==> src/rtl/ram_arbiter_pkg.sv <==
// ram_arbiter_pkg: shared state encoding, port ids and abort data for the RAM arbiter
package ram_arbiter_pkg;

    typedef enum logic [1:0] {
        S_IDLE  = 2'd0,
        S_READ  = 2'd1,
        S_WRITE = 2'd2,
        S_RESP  = 2'd3
    } arb_state_e;

    localparam logic        PORT_CPU   = 1'b0;
    localparam logic        PORT_VID   = 1'b1;
    localparam logic [31:0] ABORT_DATA = 32'hFFFF_FFFF;

endpackage

==> src/rtl/ram_arbiter_rr_pick2.sv <==
// rr_pick2: two-way picker, urgent video first, otherwise round robin against the last grant
module rr_pick2
    import ram_arbiter_pkg::*;
(
    input  logic cpu_req_i,
    input  logic vid_req_i,
    input  logic vid_urgent_i,
    input  logic last_i,
    output logic valid_o,
    output logic pick_o
);

    assign valid_o = cpu_req_i | vid_req_i;
    assign pick_o  = (vid_req_i && (vid_urgent_i || !cpu_req_i || last_i == PORT_CPU)) ? PORT_VID : PORT_CPU;

endmodule

==> src/rtl/ram_arbiter.sv <==
// ram_arbiter: shares one RAM controller between a CPU and a video port, one transaction at a time
module ram_arbiter
    import ram_arbiter_pkg::*;
#(
    parameter int TIMEOUT_CYCLES = 1023
) (
    input  logic        clk,
    input  logic        rst_n,
    input  logic        cpu_req,
    input  logic        cpu_wr,
    input  logic [29:0] cpu_address,
    input  logic [31:0] cpu_wr_data,
    input  logic [3:0]  cpu_wr_mask,
    output logic [31:0] cpu_rd_data,
    output logic        cpu_done,
    output logic        cpu_err,
    input  logic        vid_req,
    input  logic        vid_wr,
    input  logic [29:0] vid_address,
    input  logic [31:0] vid_wr_data,
    input  logic [3:0]  vid_wr_mask,
    output logic [31:0] vid_rd_data,
    output logic        vid_done,
    output logic        vid_err,
    input  logic        vid_urgent,
    output logic [29:0] ram_address,
    output logic        ram_wr_enable,
    output logic        ram_rd_enable,
    output logic [31:0] ram_wr_data,
    output logic [3:0]  ram_wr_mask,
    input  logic        ram_wr_ack,
    input  logic        ram_rd_valid,
    input  logic [31:0] ram_rd_data,
    output logic [1:0]  arb_state
);

    localparam logic [15:0] TMO = 16'(TIMEOUT_CYCLES);

    arb_state_e  state_q;
    logic        id_q, last_q, rd_en_q, wr_en_q, done_q, err_q;
    logic [29:0] addr_q;
    logic [31:0] wdata_q, cpu_rd_q, vid_rd_q;
    logic [3:0]  mask_q;
    logic [15:0] cnt_q, cnt_d;
    logic        pick_valid, pick, hit;
    logic [31:0] rd_word;

    rr_pick2 u_pick (
        .cpu_req_i    (cpu_req),
        .vid_req_i    (vid_req),
        .vid_urgent_i (vid_urgent),
        .last_i       (last_q),
        .valid_o      (pick_valid),
        .pick_o       (pick)
    );

    assign cnt_d   = cnt_q + 16'd1;
    assign hit     = cnt_d == TMO;
    assign rd_word = ram_rd_valid ? ram_rd_data : ABORT_DATA;

    // Arbitration FSM: grant in IDLE, hold enables until response or timeout, one-cycle RESP
    always_ff @(posedge clk or negedge rst_n) begin
        if (!rst_n) begin
            state_q  <= S_IDLE;
            id_q     <= PORT_CPU;
            last_q   <= PORT_VID;
            rd_en_q  <= 1'b0;
            wr_en_q  <= 1'b0;
            done_q   <= 1'b0;
            err_q    <= 1'b0;
            addr_q   <= '0;
            wdata_q  <= '0;
            mask_q   <= '0;
            cpu_rd_q <= '0;
            vid_rd_q <= '0;
            cnt_q    <= '0;
        end else begin
            done_q <= 1'b0;
            err_q  <= 1'b0;
            case (state_q)
                S_IDLE: if (pick_valid) begin
                    id_q    <= pick;
                    addr_q  <= pick ? vid_address : cpu_address;
                    wdata_q <= pick ? vid_wr_data : cpu_wr_data;
                    mask_q  <= pick ? vid_wr_mask : cpu_wr_mask;
                    wr_en_q <= pick ? vid_wr : cpu_wr;
                    rd_en_q <= pick ? !vid_wr : !cpu_wr;
                    cnt_q   <= '0;
                    state_q <= (pick ? vid_wr : cpu_wr) ? S_WRITE : S_READ;
                end
                S_READ: if (ram_rd_valid || hit) begin
                    rd_en_q <= 1'b0;
                    done_q  <= 1'b1;
                    err_q   <= !ram_rd_valid;
                    state_q <= S_RESP;
                    if (id_q == PORT_VID) vid_rd_q <= rd_word;
                    else cpu_rd_q <= rd_word;
                end else begin
                    cnt_q <= cnt_d;
                end
                S_WRITE: if (ram_wr_ack || hit) begin
                    wr_en_q <= 1'b0;
                    done_q  <= 1'b1;
                    err_q   <= !ram_wr_ack;
                    state_q <= S_RESP;
                end else begin
                    cnt_q <= cnt_d;
                end
                S_RESP: begin
                    last_q  <= id_q;
                    state_q <= S_IDLE;
                end
            endcase
        end
    end

    assign cpu_done      = done_q && id_q == PORT_CPU;
    assign vid_done      = done_q && id_q == PORT_VID;
    assign cpu_err       = err_q && id_q == PORT_CPU;
    assign vid_err       = err_q && id_q == PORT_VID;
    assign cpu_rd_data   = cpu_rd_q;
    assign vid_rd_data   = vid_rd_q;
    assign ram_address   = addr_q;
    assign ram_wr_data   = wdata_q;
    assign ram_wr_mask   = mask_q;
    assign ram_rd_enable = rd_en_q;
    assign ram_wr_enable = wr_en_q;
    assign arb_state     = state_q;

endmodule

==> config.mk <==
export PLATFORM = sky130hd
export DESIGN_NAME = ram_arbiter
export DESIGN_NICKNAME = d
export VERILOG_FILES = /design/src/rtl/ram_arbiter_pkg.sv /design/src/rtl/ram_arbiter_rr_pick2.sv /design/src/rtl/ram_arbiter.sv
export SDC_FILE = /design/constraint.sdc
export NUM_CORES = 1
export LEC_CHECK = 0
export CORE_MARGIN = 3
export CORE_UTILIZATION = 42
export DETAILED_ROUTE_END_ITERATION = 10
export GPL_ROUTABILITY_DRIVEN = 0
export PLACE_DENSITY = 0.93
export SLEW_MARGIN = 20
export SYNTH_ARGS = -nofsm -noshare
export SYNTH_HDL_FRONTEND = slang
export SYNTH_SLANG_ARGS = --single-unit
==> constraint.sdc <==
create_clock -name clk -period 2.6 [get_ports clk]
set_input_delay 0.26 -clock clk [delete_from_list [all_inputs] [get_ports clk]]
set_output_delay 0.26 -clock clk [all_outputs]
set_load 0.02 [all_outputs]
; ---- Yosys cells after proc, flatten, opt, wreduce, memory -nomap -nowiden
; Cells that the tools add are included.
[totals]
register_bits = 154
input_bits = 173
out_inout_bits = 138
word_cells = 79
[op_classes]
add_sub_neg = 1
n_eq_ne = 9
mux = 28
bitwise = 3
n_reduce_logical = 25
[op_table]
columns = operator, count
row1 = 32-bit 2-to-1 mux, 2
row2 = 16-bit 2-to-1 mux, 3
row3 = 16-bit case mux with 3 select lines, 1
row4 = 30-bit 2-to-1 mux, 1
row5 = "16-bit by 1-bit adder with 16-bit output, second input constant", 1
row6 = "16-bit by 10-bit == test with 1-bit output, second input constant", 1
row7 = 3-bit AND reduction, 5
row8 = 1-bit 2-to-1 mux, 11
row9 = "2-bit inequality test, second input constant", 5
row10 = 2-bit 2-to-1 mux, 4
row11 = 1-bit case mux with 2 select lines, 4
row12 = 2-bit case mux with 4 select lines, 1
row13 = 1-bit logical AND, 5
row14 = 1-bit zero test, 5
row15 = "2-bit == test, second input constant", 2
row16 = 1-bit logical OR, 4
row17 = 4-bit 2-to-1 mux, 1
row18 = 4-bit AND reduction, 1
row19 = 2-bit nonzero test, 2
row20 = 3-bit nonzero test, 1
row21 = "2-bit by 1-bit == test with 1-bit output, second input constant", 1
row22 = 2-bit zero test, 1
row23 = 1-bit NOT, 2
row24 = 2-bit AND reduction, 1
row25 = 1-bit OR, 1

; ---- Logic depth before layout (Yosys ltp)
[logic_depth]
depth_word = 9
depth_mapped = 10
depth_no_buf = 8

; ---- Modules after synthesis
; A second synthesis with hierarchy kept.
[unflattened]
cells_unflattened = 645
area_unflattened_um2 = 7434.6
[by_module_without_submodules]
columns = module, n_inst, cells_each, area_per_inst_um2, seq_area_each_um2
row1 = ram_arbiter, 1, 642, 7417.1, 3854.9
row2 = rr_pick2, 1, 3, 17.5, 0.0

; ---- Least setup slack after synthesis
; Ideal clock, no wire load.
[synth_path]
path_type = reg-to-reg
start = register state_q[1], in the netlist arb_state[1]
end = register cnt_q[10]
setup_time_ps = 69
t_arrival_ps = 2437
required_time_ps = 2531
slack_ps = 94
stages_incl_launch_ff = 10
n_path_buf = 2
period_less_slack_ps = 2506
path_cell_list = dfrtp_1 > inv_1 > ha_1 > clkbuf_1 > a22o_1 > or3_1 > clkbuf_1 > a21o_1 > or4b_1 > nand3_1
[synth_between]
elab_chain_cells = 3
elab_cells_between_ends = 9
cone_classes = 5 x eq/ne / 1 x mux / 3 x reduce/logical
[synth_rtl]
columns = element, line_no
row1 = "start, declared", ram_arbiter.sv:39  ; arb_state_e state_q;
row2 = "start signal, assigned", ram_arbiter.sv:89  ; state_q <= (pick ? vid_wr : cpu_wr) ? S_WRITE : S_READ;
row3 = "2-bit == test, or another cell as far along", ram_arbiter.sv:80  ; case (state_q)
row4 = 2-bit inequality test (no source line) or 3-bit nonzero test (tied branches), n/a
row5 = 4-bit AND reduction (no source line), n/a
row6 = "end signal, assigned", ram_arbiter.sv:99  ; cnt_q <= cnt_d;
row7 = "end signal, assigned", ram_arbiter.sv:107  ; cnt_q <= cnt_d;
row8 = "end, declared", ram_arbiter.sv:44  ; logic [15:0] cnt_q, cnt_d;
; Parallel ways exist; a longest one is shown, timed or not.
; A chain may end at the register's enable or synchronous reset.

; ---- Final worst setup path
[layout_path]
start = register cnt_q[2]
end = register cnt_q[3]
[layout_between]
elab_chain_cells = 5
elab_cells_between_ends = 10
cone_classes = 1 x add/sub / 3 x eq/ne / 3 x mux / 3 x reduce/logical
[layout_rtl]
columns = element, line_no
row1 = 16-bit by 1-bit adder with 16-bit output (*), ram_arbiter.sv:57  ; assign cnt_d = cnt_q + 16'd1;
row2 = 16-bit by 10-bit == test with 1-bit output, ram_arbiter.sv:58  ; assign hit = cnt_d == TMO;
row3 = 1-bit logical OR (on tied branches), "ram_arbiter.sv:101, ram_arbiter.sv:91"
row4 = 2-bit inequality test (no source line), n/a
row5 = 4-bit AND reduction (no source line), n/a
; Every way passes the cells marked *; elsewhere a longest branch is shown, timed or not. The select of a mux whose other input is x is not followed.

==> metrics.csv <==
metric,value,unit
Worst EP arrival,2.85,ns
"delay-heaviest family, CP",simple AND/OR/NAND/NOR gates,
Via density,5.27,
post-synth net total,804,
Max stage delay on crit path,0.50,ns
CTS Buf Count,17,
Clock transition at path regs,0.07,ns
fin. max-slew vios,0,
number of port buffers,310,
"Worst Setup Slack, final",0.0913,ns
Sink Count,154,
"Top FF cell, synth",dfrtp_1,
pin count of the biggest net entering global routing,125,
CTS Buffer Depth,2,
Critical R2R Launch,cnt_q[2],
Residual DRC,0,
area fraction of the dominant cell type after synthesis,55.1,%
cell with the largest stage delay on the worst path,or4b_1,
first-pass GRT wire length,32.9,mm
All-Layer GR Usage,22.9,%
register area share after synthesis,55.5,%
largest fanout on the critical path,12,
Max Freq,399,MHz
initial DRC count,401,
Routed Antenna Nets,0,
worst-path cell chain,nand4_1 -> nor4_2 -> xor2_1 -> nor4_1 -> a21o_1 -> buf_4 -> or4b_1 -> nand3_1,
FILL cells,1139,
Leak,4.74,nW
fin crit share,96.5,%
Detailed Place HPWL,15.5,mm
Final Hold Viols,0,
TritonCTS clock tree,yes,
cell taking the most area after synthesis,dfrtp_1,
core region area,0.0161,mm²
total power after layout,13.1,mW
via count,6116,
max-cap violations,0,
kind of critical path,reg -> reg,
Power per Cell Area,1190,mW/mm²
Area Growth Syn to Fin,58.7,%
vias in the first global route,6245,
initial core utilization,43.3,%
status,finished clean,
"Buf+Inv Stages, Crit Path",1,
Max H-tree Level,4,
largest cells by area after synthesis,"dfrtp_1, mux2i_1, o22a_1",
startpoint types,flip-flop,
share of cells above drive strength 1,8.36,%
Seq cells post-synth,154,
initial antenna violation count,0,
FF-to-FF setup slack,0.09,ns
worst reg-to-reg path cell count,8,
row count,46,
setup violators final,0,
drt first pass iters,4,
CP endpoint,cnt_q[3],
CP required,2.95,ns
fin nets,1112,
clk_skew,0.00962,ns
CP endpoint kind,flip-flop,
count of cell types in the netlist,56,
Root Driver,clkbuf_16,
Diodes inserted,0,
Worst IR Drop VDD,0.549,mV
slew margin rel.,54.4,%
Die Area,0.0181,mm²
worst hold path type,in -> async,
Mean Syn Cell Area,11.1,µm²
Stages on worst setup path,8,
Post-synth ARST share,100,%
Post-synth EDFFs,0,
chip width,135,µm
cells after synthesis,624,
Worst R2R End,cnt_q[3],
RSZ-0062 raised after global routing,yes,
setup slack at placement,0.161,ns
Post-Route WL,21.3,mm
Netlist Area Pre-Place,0.00695,mm²
clock insertion delay at the later pin of the skew report,0.42,ns
Die H,135,µm
total grt overflow,0,
Worst Tran Pin Value,0.684,ns
Yosys warnings,0,
Critical Path Start,cnt_q[2],
I/O pin cnt,311,
min cycle time layout,2.51,ns
WL per Instance,18.3,µm
-- flip-flops by register name (all words and copies together) (netlist names) --
name           cells
ram_wr_enable      1
ram_address       30
arb_state          2
err_q              1
cpu_rd_data       32
id_q               1
ram_wr_mask        4
ram_rd_enable      1
cnt_q             16
last_q             1
ram_wr_data       32
done_q             1
vid_rd_data       32
-- power by group --
part	leakage, nW	internal, mW	switching (mW)
combinational	2.58	2.99	3.28
sequential	1.85	3.50	0.717
clock	0.306	1.55	1.07
-- logic make-up after synthesis --
logic type      synth area share [%]
compound gates                  16.6
xor+xnor                       0.378
fa+ha+maj                       1.26
buf+inv                         3.67
flops                           55.5
mux                             10.7
simple gates                    12.0
-- what timing repair did --
item                                    4_1_cts  5_1_grt
endpoints found under the setup margin        0       69
gates resized for setup                       0        4
hold buffers                                  1        0
hold endpoints to repair                     66        0
buffers inserted                              0        3
-- layout make-up --
cell class	instances	area (µm²)	share of cell area (%)
Clock inverter	15	203	1.84
Inverter	9	33.8	0.306
Clock buffer	17	425	3.86
Sequential cell	154	3860	35.0
Timing Repair Buffer	336	3380	30.6
Multi-Input combinational cell	414	2870	26.0
Tap cell	216	270	2.45
-- cell usage in the layout (no fill, tap or decap), types with 2 or more instances in the layout --
master	n
mux2_2	2
bufinv_16	3
nor2b_1	2
inv_1	9
o21ai_0	74
ha_1	6
nor3_1	5
or4b_1	2
or3_1	3
o21ai_4	2
nor2_1	6
clkdlybuf4s50_1	309
nand2_1	95
buf_12	6
a22o_1	4
nor3b_1	2
mux2i_1	71
o22a_1	64
nor4_2	3
nand4_1	2
a21o_1	2
and3_1	2
a31oi_1	5
a21oi_1	5
clkinv_4	2
nand3_1	14
nor4b_1	7
xnor2_1	2
and2_1	3
inv_8	2
nand3b_1	3
o211ai_1	3
inv_6	5
dfrtp_2	3
clkbuf_16	17
nor3_4	2
buf_4	19
dfrtp_1	150
-- per-layer routing --
metal / up-vias / part of all wire (%) / track usage (%)
li1: 2871 / - / -
met2: 222 / 52 / 41.2
met1: 2982 / 39 / 26.3
met3: 41 / 7.0 / 6.07
met5: - / 0 / 0
met4: 0 / 2.4 / 8.20
-- cells in the mapped netlist (4+ instances only) --
master / count
a21oi_1: 5
a22o_1: 4
a31oi_1: 5
buf_2: 9
clkbuf_1: 29
dfrtp_1: 153
ha_1: 7
inv_1: 9
mux2i_1: 71
nand2_1: 95
nand3_1: 14
nor2_1: 6
nor3_1: 5
nor4b_1: 7
o21ai_0: 74
o22a_1: 64
-- worst min-delay path by stage --
stage / startpoint / end / slack, ns / cells past startpoint
4_1_cts: rst_n / cnt_q[10] / 0.44 / 2
3_3_place_gp: rst_n / cnt_q[6] / 0.32 / 1
2_1_floorplan: rst_n / arb_state[0] / -0.04 / 0
6_report: rst_n / cpu_rd_data[26] / 0.43 / 2
3_5_place_dp: rst_n / cnt_q[10] / 0.32 / 1
5_1_grt: vid_address[2] / ram_address[2] / 0.47 / 3
-- stage by stage --
step                      hold WS (ns)  util, %  cells  setup TNS [ns]  instance area (µm²)
after floorplan                -0.0356        -    624               0                 6950
after global placement           0.316     64.6   1125               0                10400
after detailed placement         0.323     64.6   1125               0                10400
after CTS                        0.440     68.5   1158               0                11000
after global routing             0.471     68.7   1161         -0.0406                11000
final                            0.431     68.7   1161               0                11000
No activity file was read; power rests on OpenSTA's default activity.
